`src/rtl/spi_flash_pkg.sv`:
```
// spi_flash_pkg
// Shared definitions for the SPI NOR flash read engine:
//   - flash opcodes (normal read, fast read, release power-down)
//   - top-level state enumeration
//   - bit counts of the dummy and data phases
package spi_flash_pkg;

    localparam logic [7:0] OP_READ      = 8'h03;
    localparam logic [7:0] OP_FAST_READ = 8'h0B;
    localparam logic [7:0] OP_WAKE      = 8'hAB;

    localparam int DUMMY_BITS = 8;
    localparam int DATA_BITS  = 8;

    typedef enum logic [2:0] {
        ST_INIT,
        ST_IDLE,
        ST_CMD,
        ST_ADDR,
        ST_DUMMY,
        ST_DATA,
        ST_STREAM,
        ST_GAP
    } state_t;

endpackage

```
`src/rtl/spi_shift_engine.sv`:
```
// spi_shift_engine
// Mode-0 SPI bit engine. A start pulse loads up to 32 MSB-aligned bits and a
// bit count; each bit is CLK_DIV clk cycles with SCLK low (MOSI changes on
// the first of them) followed by CLK_DIV cycles with SCLK high (MISO sampled
// at the end of the first high cycle).
// Ports:
//   clk, reset_n    clock, asynchronous active-low reset
//   i_start         load i_data/i_nbits and begin shifting next cycle
//   i_data          bits to send, MSB-aligned
//   i_nbits         number of bits to send (1..32)
//   i_miso          serial input
//   o_sclk, o_mosi  registered SPI clock / data out
//   o_done          high during the last clk cycle of the last bit; a start
//                   issued in that cycle continues without any idle cycle
//   o_rx            last 8 bits received
module spi_shift_engine #(
    parameter int CLK_DIV = 1
) (
    input  logic        clk,
    input  logic        reset_n,
    input  logic        i_start,
    input  logic [31:0] i_data,
    input  logic [5:0]  i_nbits,
    input  logic        i_miso,
    output logic        o_sclk,
    output logic        o_mosi,
    output logic        o_done,
    output logic [7:0]  o_rx
);

    localparam int DIV_W = (CLK_DIV > 1) ? $clog2(CLK_DIV) : 1;
    localparam logic [DIV_W-1:0] DIV_LAST = DIV_W'(CLK_DIV - 1);

    logic             r_active;
    logic             r_phase;   // 0 = SCLK low half, 1 = SCLK high half
    logic [DIV_W-1:0] r_div;
    logic [31:0]      r_shift;
    logic [5:0]       r_bits;
    logic [7:0]       r_rx;
    logic             r_sclk;
    logic             r_mosi;
    logic             w_div_end;

    assign w_div_end = (r_div == DIV_LAST);
    assign o_done    = r_active && r_phase && w_div_end && (r_bits == 6'd1);
    assign o_sclk    = r_sclk;
    assign o_mosi    = r_mosi;
    assign o_rx      = r_rx;

    always_ff @(posedge clk or negedge reset_n) begin
        if (!reset_n) begin
            r_active <= 1'b0;
            r_phase  <= 1'b0;
            r_div    <= '0;
            r_shift  <= '0;
            r_bits   <= '0;
            r_rx     <= '0;
            r_sclk   <= 1'b0;
            r_mosi   <= 1'b0;
        end else begin
            // Sampling is independent of a reload so the final bit of a
            // segment is still captured when the next segment starts.
            if (r_active && r_phase && (r_div == '0)) begin
                r_rx <= {r_rx[6:0], i_miso};
            end
            if (i_start) begin
                r_active <= 1'b1;
                r_phase  <= 1'b0;
                r_div    <= '0;
                r_sclk   <= 1'b0;
                r_mosi   <= i_data[31];
                r_shift  <= {i_data[30:0], 1'b0};
                r_bits   <= i_nbits;
            end else if (r_active) begin
                if (w_div_end) begin
                    r_div <= '0;
                    if (!r_phase) begin
                        r_phase <= 1'b1;
                        r_sclk  <= 1'b1;
                    end else begin
                        r_phase <= 1'b0;
                        r_sclk  <= 1'b0;
                        if (r_bits == 6'd1) begin
                            r_active <= 1'b0;
                            r_mosi   <= 1'b0;
                        end else begin
                            r_bits  <= r_bits - 6'd1;
                            r_mosi  <= r_shift[31];
                            r_shift <= {r_shift[30:0], 1'b0};
                        end
                    end
                end else begin
                    r_div <= r_div + 1'b1;
                end
            end
        end
    end

endmodule

```
`src/rtl/spi_flash_stream.sv`:
```
// spi_flash_stream
// Sequential byte reader for SPI NOR flash (mode 0). A read opens a stream
// (CS_n stays low); a following read of the next address clocks just one
// more byte, any other address closes the stream and re-issues the command.
// Optional build macro SPI_FLASH_WAKE_EN: after the startup wait, send the
// release-power-down opcode and wait STARTUP_WAIT/100 cycles before IDLE.
// Ports:
//   clk, reset_n                     clock, asynchronous active-low reset
//   spi_sclk/spi_cs_n/spi_mosi/miso  flash interface
//   addr, rd                         byte address and read request
//   dout, data_ready                 last byte and its valid flag
//   busy                             high while rd cannot be accepted
//   terminate                        close the open stream
module spi_flash_stream
    import spi_flash_pkg::*;
#(
    parameter int STARTUP_WAIT = 10000000,
    parameter int CLK_DIV      = 1,
    parameter int ADDR_W       = 24,
    parameter int FAST_READ    = 0,
    parameter int CS_HIGH      = 4
) (
    input  logic              clk,
    input  logic              reset_n,
    output logic              spi_sclk,
    output logic              spi_cs_n,
    output logic              spi_mosi,
    input  logic              spi_miso,
    input  logic [ADDR_W-1:0] addr,
    input  logic              rd,
    output logic [7:0]        dout,
    output logic              data_ready,
    output logic              busy,
    input  logic              terminate
);

    localparam int WAKE_GAP = (STARTUP_WAIT / 100 > 0) ? STARTUP_WAIT / 100 : 1;

    state_t            r_state;
    logic [31:0]       r_cnt;
    logic [ADDR_W-1:0] r_addr;     // current address, next_addr once a byte is out
    logic              r_cs_n;
    logic              r_busy;
    logic              r_dr;
    logic [7:0]        r_dout;
    logic              r_kick;     // start the segment of the state just entered
    logic              r_fin;      // byte shifted in; publish it this cycle
    logic              r_reissue;
    logic              r_wake;

    logic              w_start;
    logic [31:0]       w_ld_data;
    logic [5:0]        w_ld_bits;
    logic              w_done;
    logic [7:0]        w_rx;
    logic [7:0]        w_opcode;
    logic [31:0]       w_addr_al;
    logic [31:0]       w_gap_len;

    assign w_opcode  = r_wake ? OP_WAKE : ((FAST_READ != 0) ? OP_FAST_READ : OP_READ);
    assign w_addr_al = 32'(r_addr) << (32 - ADDR_W);
    assign w_gap_len = r_wake ? 32'(WAKE_GAP) : 32'(CS_HIGH);

    // Segments are chained on the engine's done cycle so the bit stream of
    // one transaction has no idle clk cycles between CMD/ADDR/DUMMY/DATA.
    always_comb begin
        w_start   = 1'b0;
        w_ld_data = '0;
        w_ld_bits = 6'(DATA_BITS);
        if (r_kick) begin
            w_start = 1'b1;
            if (r_state == ST_CMD) begin
                w_ld_data = {w_opcode, 24'h0};
            end
        end else if (w_done) begin
            case (r_state)
                ST_CMD: begin
                    if (!r_wake) begin
                        w_start   = 1'b1;
                        w_ld_data = w_addr_al;
                        w_ld_bits = 6'(ADDR_W);
                    end
                end
                ST_ADDR:  begin
                    w_start   = 1'b1;
                    w_ld_bits = 6'(DUMMY_BITS);
                end
                ST_DUMMY: w_start = 1'b1;
                default:  ;
            endcase
        end
    end

    spi_shift_engine #(.CLK_DIV(CLK_DIV)) u_engine (
        .clk     (clk),
        .reset_n (reset_n),
        .i_start (w_start),
        .i_data  (w_ld_data),
        .i_nbits (w_ld_bits),
        .i_miso  (spi_miso),
        .o_sclk  (spi_sclk),
        .o_mosi  (spi_mosi),
        .o_done  (w_done),
        .o_rx    (w_rx)
    );

    always_ff @(posedge clk or negedge reset_n) begin
        if (!reset_n) begin
            r_state   <= ST_INIT;
            r_cnt     <= '0;
            r_addr    <= '0;
            r_cs_n    <= 1'b1;
            r_busy    <= 1'b1;
            r_dr      <= 1'b0;
            r_dout    <= '0;
            r_kick    <= 1'b0;
            r_fin     <= 1'b0;
            r_reissue <= 1'b0;
            r_wake    <= 1'b0;
        end else begin
            r_kick <= 1'b0;
            case (r_state)
                ST_INIT: begin
                    if (r_cnt + 32'd1 >= 32'(STARTUP_WAIT)) begin
                        r_cnt <= '0;
`ifdef SPI_FLASH_WAKE_EN
                        r_state <= ST_CMD;
                        r_cs_n  <= 1'b0;
                        r_kick  <= 1'b1;
                        r_wake  <= 1'b1;
`else
                        r_state <= ST_IDLE;
                        r_busy  <= 1'b0;
`endif
                    end else begin
                        r_cnt <= r_cnt + 32'd1;
                    end
                end
                ST_IDLE: begin
                    if (rd) begin
                        r_addr  <= addr;
                        r_busy  <= 1'b1;
                        r_dr    <= 1'b0;
                        r_cs_n  <= 1'b0;
                        r_state <= ST_CMD;
                        r_kick  <= 1'b1;
                    end
                end
                ST_CMD: begin
                    if (w_done) begin
                        if (r_wake) begin
                            r_cs_n  <= 1'b1;
                            r_cnt   <= '0;
                            r_state <= ST_GAP;
                        end else begin
                            r_state <= ST_ADDR;
                        end
                    end
                end
                ST_ADDR: begin
                    if (w_done) begin
                        r_state <= (FAST_READ != 0) ? ST_DUMMY : ST_DATA;
                    end
                end
                ST_DUMMY: begin
                    if (w_done) begin
                        r_state <= ST_DATA;
                    end
                end
                ST_DATA: begin
                    if (w_done) begin
                        r_addr  <= r_addr + ADDR_W'(1);
                        r_fin   <= 1'b1;
                        r_state <= ST_STREAM;
                    end
                end
                ST_STREAM: begin
                    if (r_fin) begin
                        r_fin  <= 1'b0;
                        r_dout <= w_rx;
                        r_dr   <= 1'b1;
                        r_busy <= 1'b0;
                    end else if (rd) begin
                        r_busy <= 1'b1;
                        r_dr   <= 1'b0;
                        if (addr == r_addr) begin
                            r_state <= ST_DATA;
                            r_kick  <= 1'b1;
                        end else begin
                            r_addr    <= addr;
                            r_reissue <= 1'b1;
                            r_cs_n    <= 1'b1;
                            r_cnt     <= '0;
                            r_state   <= ST_GAP;
                        end
                    end else if (terminate) begin
                        r_busy    <= 1'b1;
                        r_cs_n    <= 1'b1;
                        r_reissue <= 1'b0;
                        r_cnt     <= '0;
                        r_state   <= ST_GAP;
                    end
                end
                ST_GAP: begin
                    if (r_cnt + 32'd1 >= w_gap_len) begin
                        r_cnt <= '0;
                        if (r_reissue) begin
                            r_reissue <= 1'b0;
                            r_cs_n    <= 1'b0;
                            r_kick    <= 1'b1;
                            r_state   <= ST_CMD;
                        end else begin
                            r_wake  <= 1'b0;
                            r_busy  <= 1'b0;
                            r_state <= ST_IDLE;
                        end
                    end else begin
                        r_cnt <= r_cnt + 32'd1;
                    end
                end
                default: r_state <= ST_IDLE;
            endcase
        end
    end

    assign spi_cs_n   = r_cs_n;
    assign dout       = r_dout;
    assign data_ready = r_dr;
    assign busy       = r_busy;

endmodule

```
`config.mk`:
```
export PLATFORM = sky130hd
export DESIGN_NAME = spi_flash_stream
export DESIGN_NICKNAME = d
export VERILOG_FILES = /design/src/rtl/spi_flash_pkg.sv /design/src/rtl/spi_shift_engine.sv /design/src/rtl/spi_flash_stream.sv
export SDC_FILE = /design/constraint.sdc
export NUM_CORES = 1
export LEC_CHECK = 0
export CORE_MARGIN = 3
export CORE_UTILIZATION = 45
export DETAILED_ROUTE_END_ITERATION = 6
export GPL_ROUTABILITY_DRIVEN = 0
export PLACE_DENSITY = 0.6
export SYNTH_ARGS = -nofsm -noshare
export SYNTH_HDL_FRONTEND = slang
export SYNTH_SLANG_ARGS = --single-unit
```
`constraint.sdc`:
```
create_clock -name clk -period 4.11 [get_ports clk]
set_clock_uncertainty 0.2 [all_clocks]
set_input_delay 0.6165 -clock clk [delete_from_list [all_inputs] [get_ports clk]]
set_output_delay 0.6165 -clock clk [all_outputs]
set_load 0.1 [all_outputs]
```
==> report_table.html <==
<table>
<tr><th>Metric</th><th>Value</th></tr>
<tr><th colspan="2">Synthesis</th></tr>
<tr><td>Sequential fraction of the synthesis area</td><td>41.2%</td></tr>
<tr><td>Syn Inst Count</td><td>806</td></tr>
<tr><td>Syn avg cell area</td><td>about 8.5 µm²</td></tr>
<tr><td>Number of synthesized flops with an enable pin</td><td>0</td></tr>
<tr><td>Fraction of synthesis flops using an asynchronous set or reset pin</td><td>100%</td></tr>
<tr><td>Dominant combinational cell family by area after synthesis</td><td>simple AND/OR/NAND/NOR gates</td></tr>
<tr><td>Number of distinct library cells after synthesis</td><td>76</td></tr>
<tr><td>Ys Warns</td><td>0</td></tr>
<tr><td>Commonest register cell after synthesis</td><td>sky130_fd_sc_hd__dfrtp_1</td></tr>
<tr><td>Adder-cell area share of the yosys netlist</td><td>less than 1%</td></tr>
<tr><td>Post-synthesis share of cell area spent on and, or, nand and nor gates</td><td>24.9%</td></tr>
<tr><td>Synth Cell Area</td><td>between 0.006 and 0.007 mm²</td></tr>
<tr><td>Mapped Nets</td><td>839</td></tr>
<tr><td>Synth Area in Compound Gates</td><td>21.0%</td></tr>
<tr><td>Total of flip-flops plus latches after synthesis</td><td>between 100 and 150</td></tr>
<tr><td>Multiplexer fraction of the synthesized cell area</td><td>3.22%</td></tr>
<tr><td>Share of the synthesized netlist area taken by xor and xnor gates</td><td>approximately 4.2%</td></tr>
<tr><th colspan="2">STA</th></tr>
<tr><td>Total Negative Setup Slacks</td><td>0 ns</td></tr>
<tr><td>RSZ-0062 raised after global routing</td><td>no</td></tr>
<tr><td>Fin. max-slew vios</td><td>0</td></tr>
<tr><td>Transition time of the tightest slew-check pin</td><td>roughly 1.2 ns</td></tr>
<tr><td>Slew Limit Headroom</td><td>21.4%</td></tr>
<tr><td>Final worst path period share</td><td>around nine tenths</td></tr>
<tr><td>Timing-limited maximum frequency</td><td>266 MHz</td></tr>
<tr><td>Final Hold Violating Endpoints</td><td>0</td></tr>
<tr><td>Smallest setup slack after layout</td><td>roughly 0.35 ns</td></tr>
<tr><td>Final setup violation count</td><td>0</td></tr>
<tr><td>Crit path time final</td><td>3.76 ns</td></tr>
<tr><th colspan="2">Finish</th></tr>
<tr><td>Fraction of final layout cells with drive strength greater than 1</td><td>11.2%</td></tr>
<tr><td>Number of nets in the layout</td><td>between 800 and 900</td></tr>
<tr><td>Total inserted antenna cells</td><td>0</td></tr>
<tr><td>Combined flip-flop and latch cell area</td><td>0.00283 mm²</td></tr>
<tr><td>Layout Area Growth over Synthesis</td><td>16.9%</td></tr>
<tr><td>Combined area of the multi-input logic cells</td><td>~0.0037 mm²</td></tr>
<tr><td>Filler-free cell count of the finished design</td><td>1021</td></tr>
<tr><td>Number of fillers in the final layout</td><td>1377</td></tr>
<tr><th colspan="2">Placed design</th></tr>
<tr><td>Post-Place Cells</td><td>between 900 and 1000</td></tr>
<tr><td>PortBufs</td><td>41</td></tr>
<tr><td>Detailed Place HPWL</td><td>12400 µm</td></tr>
<tr><td>Worst setup timing slack at the placement stage</td><td>0.217 ns</td></tr>
<tr><th colspan="2">Floorplanning</th></tr>
<tr><td>Area enclosed by the die boundary</td><td>approximately 0.017 mm²</td></tr>
<tr><td>Effective utilization at floorplan</td><td>46.5%</td></tr>
<tr><td>IO Pins</td><td>42</td></tr>
<tr><td>Die Y-Extent</td><td>130 µm</td></tr>
<tr><td>Cell Rows</td><td>44</td></tr>
<tr><td>Overall die width</td><td>~130 µm</td></tr>
<tr><td>Total core area</td><td>0.0148 mm²</td></tr>
<tr><th colspan="2">Clock network</th></tr>
<tr><td>H-tree Lvls</td><td>4</td></tr>
<tr><td>Number of buffers added for setup after CTS</td><td>0</td></tr>
<tr><td>Worst skew pair latency</td><td>0.41 ns</td></tr>
<tr><td>Clock root cell</td><td>sky130_fd_sc_hd__clkbuf_16</td></tr>
<tr><td>Buffer levels on the longest clock path</td><td>2</td></tr>
<tr><td>Post-CTS clock slew at the launch and capture registers of the worst setup and hold paths</td><td>0.05 ns</td></tr>
<tr><td>Number of clock buffers inserted by TritonCTS</td><td>17</td></tr>
<tr><td>Sink Count</td><td>113</td></tr>
<tr><td>TritonCTS clock tree</td><td>yes</td></tr>
<tr><th colspan="2">Global route</th></tr>
<tr><td>First-pass GRT wire length</td><td>approximately 30000 µm</td></tr>
<tr><td>Total grt overflow</td><td>0</td></tr>
<tr><td>Largest net degree at the start of global routing</td><td>67</td></tr>
<tr><td>Number of global-route vias before repair</td><td>5816</td></tr>
<tr><td>GRT Total Usage</td><td>22.2%</td></tr>
<tr><td>Initial antenna violation count</td><td>0</td></tr>
<tr><th colspan="2">Setup path</th></tr>
<tr><td>Slowest Stage Delay on Critical Path</td><td>0.64 ns</td></tr>
<tr><td>Crit path arrival time</td><td>3.91 ns</td></tr>
<tr><td>Crit end category</td><td>register</td></tr>
<tr><td>Crit-path max FO</td><td>10</td></tr>
<tr><td>Standard cell with the maximum stage delay on the critical path</td><td>sky130_fd_sc_hd__or4_4</td></tr>
<tr><td>Kind of critical path</td><td>reg2reg</td></tr>
<tr><td>Cell with the most instances on the worst path</td><td>sky130_fd_sc_hd__or4_4</td></tr>
<tr><td>Critical Path, Cell by Cell</td><td>ha_1 &gt; nand4_2 &gt; or4_4 &gt; o21a_1 &gt; nor4_2 &gt; o21ai_1 &gt; or4_4 &gt; o21ai_4 &gt; buf_4 &gt; and3_1 &gt; a221o_1</td></tr>
<tr><td>Kind of start point of the critical path</td><td>register</td></tr>
<tr><td>Data required time of the worst path</td><td>4.26 ns</td></tr>
<tr><th colspan="2">Routing</th></tr>
<tr><td>Final ANT Viol Nets</td><td>0</td></tr>
<tr><td>Average wire per standard cell</td><td>about 18 µm</td></tr>
<tr><td>Count of vias placed by the detailed router</td><td>6273</td></tr>
<tr><td>Via-to-Cell Ratio</td><td>6.14</td></tr>
<tr><td>First-pass iteration count of the detailed router</td><td>5</td></tr>
<tr><td>Detailed router's first-iteration violation count</td><td>646</td></tr>
<tr><td>DRC violation count after routing</td><td>0</td></tr>
<tr><td>Wirelength, routed</td><td>approximately 18000 µm</td></tr>
<tr><th colspan="2">Power</th></tr>
<tr><td>Final Total Pwr</td><td>5.01 mW</td></tr>
<tr><td>Net Sw Power</td><td>1.94 mW</td></tr>
<tr><td>Internal cell power</td><td>just over 3 mW</td></tr>
<tr><td>Largest vdd supply drop</td><td>0.000451 V</td></tr>
<tr><td>Clk network pwr share</td><td>29.8%</td></tr>
<tr><td>Relative contribution of sequential cells to total power</td><td>a little under two fifths</td></tr>
<tr><td>Power per Cell Area</td><td>~620 mW/mm²</td></tr>
<tr><td>Share of power burned in combinational logic</td><td>32.0%</td></tr>
<tr><td>Leakage dissipation</td><td>~3.3 nW</td></tr>
<tr><td>Switch share</td><td>38.7%</td></tr>
<tr><th colspan="2">Job</th></tr>
<tr><td>Number of max-capacitance violations reported</td><td>0</td></tr>
<tr><th colspan="2">Status</th></tr>
<tr><td>Run status</td><td>completed</td></tr>
<tr><th colspan="2">Worst hold path</th></tr>
<tr><td>Hold crit path type</td><td>in2async</td></tr>
</table>
cell usage in the layout, fill, tap and decap left out, types with 4 or more instances in the layout:
cell type,synthesis,layout
sky130_fd_sc_hd__nand3_1,32,32
sky130_fd_sc_hd__inv_1,15,15
sky130_fd_sc_hd__nand2b_1,5,5
sky130_fd_sc_hd__o21ai_0,35,34
sky130_fd_sc_hd__a21oi_1,61,60
sky130_fd_sc_hd__a221oi_1,20,20
sky130_fd_sc_hd__o21ai_1,7,7
sky130_fd_sc_hd__ha_1,4,4
sky130_fd_sc_hd__o211ai_1,5,5
sky130_fd_sc_hd__dfrtp_1,111,111
sky130_fd_sc_hd__xor2_1,28,28
sky130_fd_sc_hd__and4_1,5,5
sky130_fd_sc_hd__clkinv_2,0,6
sky130_fd_sc_hd__nor4_1,15,15
sky130_fd_sc_hd__buf_4,0,18
sky130_fd_sc_hd__or3_1,6,6
sky130_fd_sc_hd__nand4_1,16,16
sky130_fd_sc_hd__mux2_2,17,17
sky130_fd_sc_hd__nand2_1,83,83
sky130_fd_sc_hd__o31ai_1,6,6
sky130_fd_sc_hd__and3_1,21,21
sky130_fd_sc_hd__a221o_1,9,9
sky130_fd_sc_hd__clkbuf_16,0,17
sky130_fd_sc_hd__a31oi_1,8,8
sky130_fd_sc_hd__nor2_1,106,106
sky130_fd_sc_hd__o22ai_1,10,10
sky130_fd_sc_hd__and2_1,13,13
sky130_fd_sc_hd__xnor2_1,5,5
sky130_fd_sc_hd__nor3_1,21,20
sky130_fd_sc_hd__o21ai_2,5,5
sky130_fd_sc_hd__o21a_1,5,5
sky130_fd_sc_hd__clkdlybuf4s50_1,0,40
sky130_fd_sc_hd__a211oi_1,4,4
logic make-up (layout without fill, tap and decap cells):
| group | after synthesis | in the layout |
|---|---|---|
| multiplexers | 20 | 20 |
| AO/OA/AOI/OAI | 214 | 214 |
| buffers and inverters | 76 | 107 |
| flip-flops | 113 | 113 |
| adder cells (fa/ha/maj) | 4 | 4 |
| XOR/XNOR | 33 | 33 |
| AND/OR/NAND/NOR | 346 | 346 |
power groups by stage:
stage / Sequential [mW] / Clock (mW) / Combinational (mW)
2_1_floorplan: 1.99 / 0 / 1.04
3_3_place_gp: 1.91 / 0 / 1.57
3_5_place_dp: 1.92 / 0 / 1.60
4_1_cts: 1.90 / 1.52 / 1.61
5_1_grt: 1.97 / 1.58 / 1.79
6_report: 1.91 / 1.49 / 1.60
worst max-delay path, delay by kind of cell, from the launching register on:
kind	cells	cell delay [ns]
and+or+nand+nor	5	1.91
AOI/OAI and AO/OA	4	0.63
DFF	1	0.43
adders and majority gates	1	0.29
buffers and inverters	1	0.24
registers in the layout, summed over array words and instances (netlist names):
register           count
r_cnt                 32
u_engine.r_active      1
busy                   1
r_reissue              1
u_engine.r_bits        6
r_fin                  1
r_kick                 1
r_state                3
dout                   8
u_engine.r_shift      23
r_addr                24
data_ready             1
u_engine.r_phase       1
u_engine.o_mosi        1
spi_cs_n               1
u_engine.o_rx          8
metrics by stage:
stage	cell area [µm²]	hold slack [ns]	utilization, %
floorplan	6870	0.121	-
global placement	7420	0.265	50.3
detailed placement	7420	0.274	50.3
CTS	8020	0.161	54.4
global route	8030	0.185	54.4
finish	8030	0.117	54.4
metal layers:
layer | wire (µm) | GRT usage (%) | vias up
met3 | 1030 | 4.91 | 26
met1 | 8980 | 33.8 | 3040
li1 | - | - | 2984
met5 | 0 | 0 | -
met4 | 320 | 7.89 | 0
met2 | 7590 | 31.0 | 223
area by class of cell:
cell class,instances,share of cell area (%)
Timing Repair Buffer,60,7.17
Sequential cell,113,35.3
Tap cell,184,2.87
Clock buffer,21,5.73
Multi-Input combinational cell,617,46.6
Clock inverter,11,1.70
Inverter,15,0.701
cell usage after synthesis (10+ instances only):
cell	instances	area share [%]
sky130_fd_sc_hd__xor2_1	28	3.6
sky130_fd_sc_hd__dfrtp_1	111	40
sky130_fd_sc_hd__nor4_1	15	1.4
sky130_fd_sc_hd__o22ai_1	10	0.91
sky130_fd_sc_hd__mux2_2	17	2.8
sky130_fd_sc_hd__a21oi_1	61	4.4
sky130_fd_sc_hd__a221oi_1	20	2.6
sky130_fd_sc_hd__nand2_1	83	4.5
sky130_fd_sc_hd__o21ai_0	35	2.6
sky130_fd_sc_hd__and3_1	21	1.9
sky130_fd_sc_hd__nor2_1	106	5.8
sky130_fd_sc_hd__nand3_1	32	2.3
sky130_fd_sc_hd__inv_1	15	0.82
sky130_fd_sc_hd__clkbuf_1	46	2.5
sky130_fd_sc_hd__nand4_1	16	1.5
sky130_fd_sc_hd__and2_1	13	1.2
sky130_fd_sc_hd__nor3_1	21	1.5
final timing paths:
| kind | slack, ns | from | cells past startpoint | to |
|---|---|---|---|---|
| worst max-delay path | 0.35 | r_cnt[0] | 11 | r_cnt[17] |
| worst min register to register | 0.28 | u_engine.r_shift[26] | 2 | u_engine.r_shift[26] |
| worst max register to register | 0.35 | r_cnt[0] | 11 | r_cnt[17] |
| min in group clk | 0.28 | u_engine.r_shift[26] | 2 | u_engine.r_shift[26] |
| max in group asynchronous | 2.78 | reset_n | 2 | busy |
| worst min-delay path | 0.12 | reset_n | 1 | r_cnt[19] |
what timing repair did:
action,4_1_cts,5_1_grt
hold buffers,0,0
hold endpoints to repair,0,0
setup endpoints to repair,0,1
resized for setup,0,1
Note: power is estimated with default switching activity, not from simulation.
